===== src/rtl/dram_write_arbiter_if.sv =====
// Bundles the two requester handshakes and the RAM write port of the
// distributed-RAM write arbiter. The slave modport is the arbiter side;
// the master modport is the requester/RAM side.
interface dram_write_arbiter_if #(
  parameter int ADDR_W = 5,
  parameter int DATA_W = 8
);
  logic              a_valid;
  logic              a_ready;
  logic [ADDR_W-1:0] a_addr;
  logic [DATA_W-1:0] a_data;

  logic              b_valid;
  logic              b_ready;
  logic [ADDR_W-1:0] b_addr;
  logic [DATA_W-1:0] b_data;

  logic              ram_we;
  logic [ADDR_W-1:0] ram_waddr;
  logic [DATA_W-1:0] ram_wdata;

  modport slave (
    input  a_valid, a_addr, a_data,
    input  b_valid, b_addr, b_data,
    output a_ready, b_ready,
    output ram_we, ram_waddr, ram_wdata
  );

  modport master (
    output a_valid, a_addr, a_data,
    output b_valid, b_addr, b_data,
    input  a_ready, b_ready,
    input  ram_we, ram_waddr, ram_wdata
  );
endinterface


===== src/rtl/dram_write_arbiter.sv =====
// Owns the single write port of a 32-deep quad-port distributed RAM.
// Out of reset (and on clear_req) it sweeps every address with CLEAR_VAL;
// otherwise it round-robins two valid/ready requesters onto the port.
// Ready is combinational from valid and state; the RAM write is registered,
// so an accepted write reaches the RAM pins one cycle later.
module dram_write_arbiter #(
  parameter int                ADDR_W    = 5,
  parameter int                DATA_W    = 8,
  parameter logic [DATA_W-1:0] CLEAR_VAL = '0
) (
  input  logic                  clk,
  input  logic                  rst_n,
  dram_write_arbiter_if.slave   bus,
  input  logic                  clear_req,
  output logic                  clearing,
  output logic                  last_grant
);

  typedef enum logic {ST_CLEAR = 1'b0, ST_RUN = 1'b1} state_t;

  localparam logic [ADDR_W-1:0] CNT_LAST = {ADDR_W{1'b1}};

  state_t            state_q, state_d;
  logic [ADDR_W-1:0] cnt_q, cnt_d;
  logic              we_q, we_d;
  logic [ADDR_W-1:0] waddr_q, waddr_d;
  logic [DATA_W-1:0] wdata_q, wdata_d;
  logic              grant_q, grant_d;   // 0 = A, 1 = B
  logic              a_ready_c, b_ready_c;
  logic              pick_a, pick_b;

  // Round-robin pick: a lone requester wins, a tie goes to the one not
  // granted last time. Depends only on valids and last grant, never on ready.
  always_comb begin
    pick_a = bus.a_valid && (!bus.b_valid || grant_q);
    pick_b = bus.b_valid && (!bus.a_valid || !grant_q);
  end

  // Next-state, handshake and write-port decode for the CLEAR/RUN machine.
  always_comb begin
    state_d   = state_q;
    cnt_d     = cnt_q;
    we_d      = 1'b0;
    waddr_d   = waddr_q;
    wdata_d   = wdata_q;
    grant_d   = grant_q;
    a_ready_c = 1'b0;
    b_ready_c = 1'b0;
    case (state_q)
      ST_CLEAR: begin
        we_d    = 1'b1;
        waddr_d = cnt_q;
        wdata_d = CLEAR_VAL;
        cnt_d   = cnt_q + 1'b1;   // wraps to 0 after the last address
        if (cnt_q == CNT_LAST) begin
          state_d = ST_RUN;
        end
      end
      ST_RUN: begin
        if (clear_req) begin
          // A new sweep pre-empts arbitration for this cycle.
          state_d = ST_CLEAR;
          cnt_d   = '0;
        end else if (pick_a) begin
          a_ready_c = 1'b1;
          we_d      = 1'b1;
          waddr_d   = bus.a_addr;
          wdata_d   = bus.a_data;
          grant_d   = 1'b0;
        end else if (pick_b) begin
          b_ready_c = 1'b1;
          we_d      = 1'b1;
          waddr_d   = bus.b_addr;
          wdata_d   = bus.b_data;
          grant_d   = 1'b1;
        end
      end
      default: begin
        state_d = ST_CLEAR;
        cnt_d   = '0;
      end
    endcase
  end

  // State, sweep counter, registered RAM write port and grant history.
  always_ff @(posedge clk or negedge rst_n) begin
    if (!rst_n) begin
      state_q <= ST_CLEAR;
      cnt_q   <= '0;
      we_q    <= 1'b0;
      waddr_q <= '0;
      wdata_q <= '0;
      grant_q <= 1'b1;
    end else begin
      state_q <= state_d;
      cnt_q   <= cnt_d;
      we_q    <= we_d;
      waddr_q <= waddr_d;
      wdata_q <= wdata_d;
      grant_q <= grant_d;
    end
  end

  assign bus.a_ready   = a_ready_c;
  assign bus.b_ready   = b_ready_c;
  assign bus.ram_we    = we_q;
  assign bus.ram_waddr = waddr_q;
  assign bus.ram_wdata = wdata_q;
  assign clearing      = (state_q == ST_CLEAR);
  assign last_grant    = grant_q;

endmodule


===== src/flat_wrapper.sv =====
// flat-port wrapper written by rule: the top's interface ports become plain ports
module dram_write_arbiter_flat 
#(
  parameter int                ADDR_W    = 5,
  parameter int                DATA_W    = 8,
  parameter logic [DATA_W-1:0] CLEAR_VAL = '0
)
  (clk, rst_n, clear_req, clearing, last_grant, bus_a_valid, bus_a_addr, bus_a_data, bus_b_valid, bus_b_addr, bus_b_data, bus_a_ready, bus_b_ready, bus_ram_we, bus_ram_waddr, bus_ram_wdata);
  dram_write_arbiter_if #(.ADDR_W(ADDR_W), .DATA_W(DATA_W)) bus_i ();
  input  logic clk;
  input  logic rst_n;
  input  logic clear_req;
  output logic clearing;
  output logic last_grant;
  input wire logic [$bits(bus_i.a_valid)-1:0] bus_a_valid;
  input wire logic [$bits(bus_i.a_addr)-1:0] bus_a_addr;
  input wire logic [$bits(bus_i.a_data)-1:0] bus_a_data;
  input wire logic [$bits(bus_i.b_valid)-1:0] bus_b_valid;
  input wire logic [$bits(bus_i.b_addr)-1:0] bus_b_addr;
  input wire logic [$bits(bus_i.b_data)-1:0] bus_b_data;
  output wire logic [$bits(bus_i.a_ready)-1:0] bus_a_ready;
  output wire logic [$bits(bus_i.b_ready)-1:0] bus_b_ready;
  output wire logic [$bits(bus_i.ram_we)-1:0] bus_ram_we;
  output wire logic [$bits(bus_i.ram_waddr)-1:0] bus_ram_waddr;
  output wire logic [$bits(bus_i.ram_wdata)-1:0] bus_ram_wdata;
  assign bus_i.a_valid = bus_a_valid;
  assign bus_i.a_addr = bus_a_addr;
  assign bus_i.a_data = bus_a_data;
  assign bus_i.b_valid = bus_b_valid;
  assign bus_i.b_addr = bus_b_addr;
  assign bus_i.b_data = bus_b_data;
  assign bus_a_ready = bus_i.a_ready;
  assign bus_b_ready = bus_i.b_ready;
  assign bus_ram_we = bus_i.ram_we;
  assign bus_ram_waddr = bus_i.ram_waddr;
  assign bus_ram_wdata = bus_i.ram_wdata;
  dram_write_arbiter #(.ADDR_W(ADDR_W), .DATA_W(DATA_W), .CLEAR_VAL(CLEAR_VAL)) u_core (.clk(clk), .rst_n(rst_n), .bus(bus_i), .clear_req(clear_req), .clearing(clearing), .last_grant(last_grant));
endmodule

===== config.mk =====
export PLATFORM = sky130hd
export DESIGN_NAME = dram_write_arbiter_flat
export DESIGN_NICKNAME = d
export VERILOG_FILES = /design/src/rtl/dram_write_arbiter_if.sv /design/src/rtl/dram_write_arbiter.sv /design/src/flat_wrapper.sv
export SDC_FILE = /design/constraint.sdc
export NUM_CORES = 1
export LEC_CHECK = 0
export ABC_CLOCK_PERIOD_IN_PS = 1610
export BUFFER_PORTS_ARGS = -buffer_cell sky130_fd_sc_hd__buf_2
export CAP_MARGIN = 10
export CORE_MARGIN = 5
export CORE_UTILIZATION = 40
export DETAILED_ROUTE_END_ITERATION = 16
export PLACE_DENSITY = 0.71
export SLEW_MARGIN = 30
export SYNTH_ARGS = -nofsm -noshare
export SYNTH_HDL_FRONTEND = slang
export SYNTH_SLANG_ARGS = --single-unit

===== constraint.sdc =====
create_clock -name clk -period 1.61 [get_ports clk]
set_input_delay 0.161 -clock clk [delete_from_list [all_inputs] [get_ports clk]]
set_output_delay 0.161 -clock clk [all_outputs]
set_load 0.02 [all_outputs]

; Yosys cells after proc, flatten, opt, wreduce, memory -nomap -nowiden
; Index checks and enable logic that the tools add are counted.
[classes]
add_sub_neg = 1
n_eq_ne = 4
n_mux = 25
n_bitwise = 2
reduce_logical = 10
[op_table]
columns = cell, n
row1 = $mux W8, 3
row2 = $mux W5, 4
row3 = $pmux W5 S2, 2
row4 = $pmux W8 S2, 1
row5 = $mux W1, 13
row6 = $add A5 B1 Y5 const B, 1
row7 = $eq A5 B5 Y1 const B, 1
row8 = $ne A2 B2 Y1 const B, 2
row9 = $pmux W1 S2, 2
row10 = $logic_not A1 Y1, 3
row11 = $ne A3 B3 Y1 const B, 1
row12 = $reduce_and A3 Y1, 1
row13 = $logic_and A1 B1 Y1, 2
row14 = $logic_or A1 B1 Y1, 2
row15 = $not A1 Y1, 2
row16 = $reduce_and A2 Y1, 1
row17 = $reduce_bool A2 Y1, 1
[totals]
register_bits = 21

; Longest topological paths before layout
[logic_depth]
ltp_word = 7
ltp_mapped = 6

; Worst setup path before layout
; No wires, ideal clock.
[synth_path]
path_kind = reg2out
start = register u_core.grant_q, in the netlist u_core.last_grant
end = output port bus_a_ready
arrival_time_ns = 1.527
required_time_ns = 1.449
setup_slack_ns = -0.078
stages_incl_launch_ff = 6
n_path_buf = 2
cell_sequence = dfstp_2 nor2b_4 nand2b_4 buf_8 buf_12 nor3_1
[synth_via]
elab_chain_cells = 5
[synth_rtl]
columns = item, line_no
row1 = "start, declared", dram_write_arbiter.sv:28  ; logic grant_q, grant_d;
row2 = "start signal, assigned", dram_write_arbiter.sv:100  ; grant_q <= grant_d;
row3 = $logic_or A1 B1 Y1, dram_write_arbiter.sv:35  ; pick_a = bus.a_valid && (!bus.b_valid || grant_q);
row4 = $logic_and A1 B1 Y1, dram_write_arbiter.sv:35
row5 = $mux W1, dram_write_arbiter.sv:64  ; end else if (pick_a) begin
row6 = $mux W1, dram_write_arbiter.sv:60  ; if (clear_req) begin
row7 = $mux W1, dram_write_arbiter.sv:49  ; case (state_q)
row8 = "end, declared", flat_wrapper.sv:21  ; output wire logic [$bits(bus_i.a_ready)-1:0] bus_a_ready;
; No other way between the ends.

; Worst setup path after layout
; Ends and elaborated chain as after synthesis.

==> qor.csv <==
stage,metric,value,unit
floorplan,core area,2500,µm²
drt,First DRT Iteration DRCs,43,
timing,final worst-path setup slack,95.7,ps
finish,Synth-to-Final Area Change,28.8,%
timing,Fin Hold WS,107,ps
synthesis,Syn Std Cell Area,1060,µm²
timing,final setup vio count,0,
synthesis,"top cells by area, synth","dfrtp_1 (47%), mux2i_1 (11%), nand2_1 (5.0%)",
finish,fin nets,187,
global_route,pin count of the biggest net entering global routing,22,
clocking,register clock-pin slew on the reported worst setup and hold paths,110,ps
finish,share of cells above drive strength 1,41.2,%
worst_setup_path,CP Class,flop to output port,
power,leakage,0.000733,µW
power,peak supply drop,637,µV
floorplan,chip height,61.5,µm
power,"Power, Total",1840,µW
drt,first-pass iteration count of the detailed router,4,
power,Power per Cell Area,1350,nW/µm²
job,max-cap violations,0,
placed_design,count of input and output buffers,48,
clocking,CTS tree,yes,
drt,DRC errors left,0,
worst_setup_path,Crit path required time,1450,ps
synthesis,part of the Yosys area used for sequential elements,49.7,%
placed_design,dpl hpwl,2.04,mm
synthesis,Synth Warn #,0,
floorplan,Die X,61.5,µm
global_route,first-pass GRT wire length,4.13,mm
floorplan,die area,3780,µm²
timing,Final Cycle Share,94.1,%
synthesis,Yosys top cell by area,dfrtp_1,
worst_setup_path,worst endpoint data arrival time,1350,ps
global_route,number of global-route vias before repair,958,
worst_setup_path,Worst R2R Setup Slack,170,ps
worst_setup_path,"Max FO, Critical Path",5,
floorplan,row count,18,
timing,RSZ-0062 raised after global routing,false,
clocking,number of buffers created by CTS,3,
timing,Worst Tran Pin Value,674,ps
timing,Final Hold Viols,0,
synthesis,Post-synth top cells,"dfrtp_1 (20), nand2_1 (14), mux2i_1 (12)",
synthesis,Synth cell types,31,
synthesis,Post-synth top flop,dfrtp_1,
finish,Multi-input gate area,479,µm²
timing,fmax,660,MHz
drt,Post-Route WL,2.64,mm
global_route,gr ovfl total,0,
placed_design,post-place setup slack,183,ps
worst_setup_path,Crit-path slowest cell,dfstp_2,
drt,per-cell routed wire length,14.4,µm
clocking,Worst-Skew Late Latency,300,ps
synthesis,Synth Area per Inst,10.6,µm²
clocking,CTS H-Tree Depth,1,
synthesis,net count after synthesis,133,
drt,Via density,5.17,
finish,# fillers,251,
global_route,initial antenna violation count,0,
floorplan,initial core utilization,42.4,%
drt,via count,947,
synthesis,"FFs w/ async S/R, synth",100,%
synthesis,Mapped Cells,100,
synthesis,Post-synth EDFFs,0,
clocking,CTS root buf,clkbuf_4,
placed_design,Final GP Congestion,0.742,
synthesis,top cell type's share of synthesized area,47.2,%
worst_setup_path,CP peak stage delay,600,ps
worst_setup_path,CP Cell Sequence,nor2b_4 > nand2b_4 > nor3_2 > buf_2,
floorplan,Top Ports,49,
placed_design,placed cell area,1320,µm²
global_route,gr usage total,14.7,%
finish,register area,527,µm²
worst_hold_path,Hold WC Path Type,input port to flop,
status,status,"complete, no violations",
worst_setup_path,Worst setup EP type,output port,
timing,Layout Skew,7.34,ps
synthesis,most numerous cell in the Yosys netlist,dfrtp_1,
finish,post-route design area,1370,µm²
synthesis,Synth Register Bits,21,
drt,Post-DRT Antenna Nets,0,
timing,Slew HR,54.6,%
timing,Pins Over Slew Limit,0,
clocking,worst-case clock buffer depth,2,
clocking,Num Clock Sinks,21,
worst_setup_path,startpoint types,flop,
timing,post-layout minimum cycle time,1510,ps
timing,setup TNS,0,ps
finish,Ant. Diodes,0,
==> kinds of logic (layout without fill, tap and decap cells) <==
logic type,Yosys count,after routing,share of synthesized area [%]
compound gates,31,31,17.6
simple gates,26,26,12.6
flops,21,21,49.7
mux,12,12,11.3
buf+inv,7,60,5.55
fa+ha+maj,2,2,2.36
xor+xnor,1,1,0.827
==> area by class of cell <==
cell class | count | share of cell area, %
Inverter | 2 | 0.550
Timing Repair Buffer | 54 | 21.1
Sequential cell | 21 | 38.6
Multi-Input combinational cell | 72 | 35.1
Clock buffer | 4 | 1.92
Tap cell | 30 | 2.75
==> what timing repair did <==
action / 4_1_cts / 5_1_grt
buffers inserted: 1 / 0
resized for setup: 0 / 0
endpoints found under the hold margin: 20 / 0
endpoints found under the setup margin: 1 / 0
hold buffers: 1 / 0
==> state kept, by name, summed over array words and instances, names as in the netlist <==
| register | cells |
|---|---|
| u_core.bus.ram_waddr | 5 |
| u_core.bus.ram_wdata | 8 |
| u_core.bus.ram_we | 1 |
| u_core.cnt_q | 5 |
| u_core.last_grant | 1 |
| u_core.state_q | 1 |
==> power breakdown <==
group | switching (µW) | leakage [µW] | internal, µW
Clock | 157 | 0.0000150 | 96.6
Combinational | 421 | 0.000454 | 340
Sequential | 132 | 0.000264 | 696
==> worst paths after layout <==
check	start	to	cells after the start
min in group asynchronous	rst_n	u_core.bus.ram_waddr[0]$_DFFE_PN0P_	2
max in group asynchronous	rst_n	u_core.last_grant$_DFFE_PN1P_	2
hold reg to reg	u_core.bus.ram_wdata[7]$_DFFE_PN0P_	u_core.bus.ram_wdata[7]$_DFFE_PN0P_	2
setup reg to reg	u_core.cnt_q[0]$_DFFE_PN0P_	u_core.cnt_q[4]$_DFFE_PN0P_	4
setup / recovery	u_core.last_grant$_DFFE_PN1P_	bus_a_ready	4
hold / removal	bus_a_valid	u_core.last_grant$_DFFE_PN1P_	2
==> layout by cell type (no fill, tap or decap), types with 2 or more instances in the layout <==
cell      count
o21ai_1       4
buf_4         5
a21o_1        2
clkbuf_4      3
o21ai_0       7
mux2i_1      12
o22ai_1       5
a21oi_1       7
nor2_1        5
a31oi_1       2
buf_2        48
dfrtp_1      20
ha_1          2
nand2_1      14
==> per-stage QoR <==
step / std cells / util, %
CTS: 183 / 54.6
global placement: 177 / 52.9
detailed placement: 177 / 52.9
global route: 183 / 54.6
finish: 183 / 54.6
floorplan: 100 / -
==> layer usage <==
layer  global-route usage, %  wire [µm]
met5                       0          0
met4                    5.45         21
met3                    2.10        262
met2                    26.3       1330
met1                    17.9       1030
==> worst max-delay path, delay by kind of cell (launching register included) <==
kind          cells  cell delay [ps]
buf+inv           1              180
simple gates      3              280
flops             1              600
Note: power is estimated with default switching activity, not from simulation.
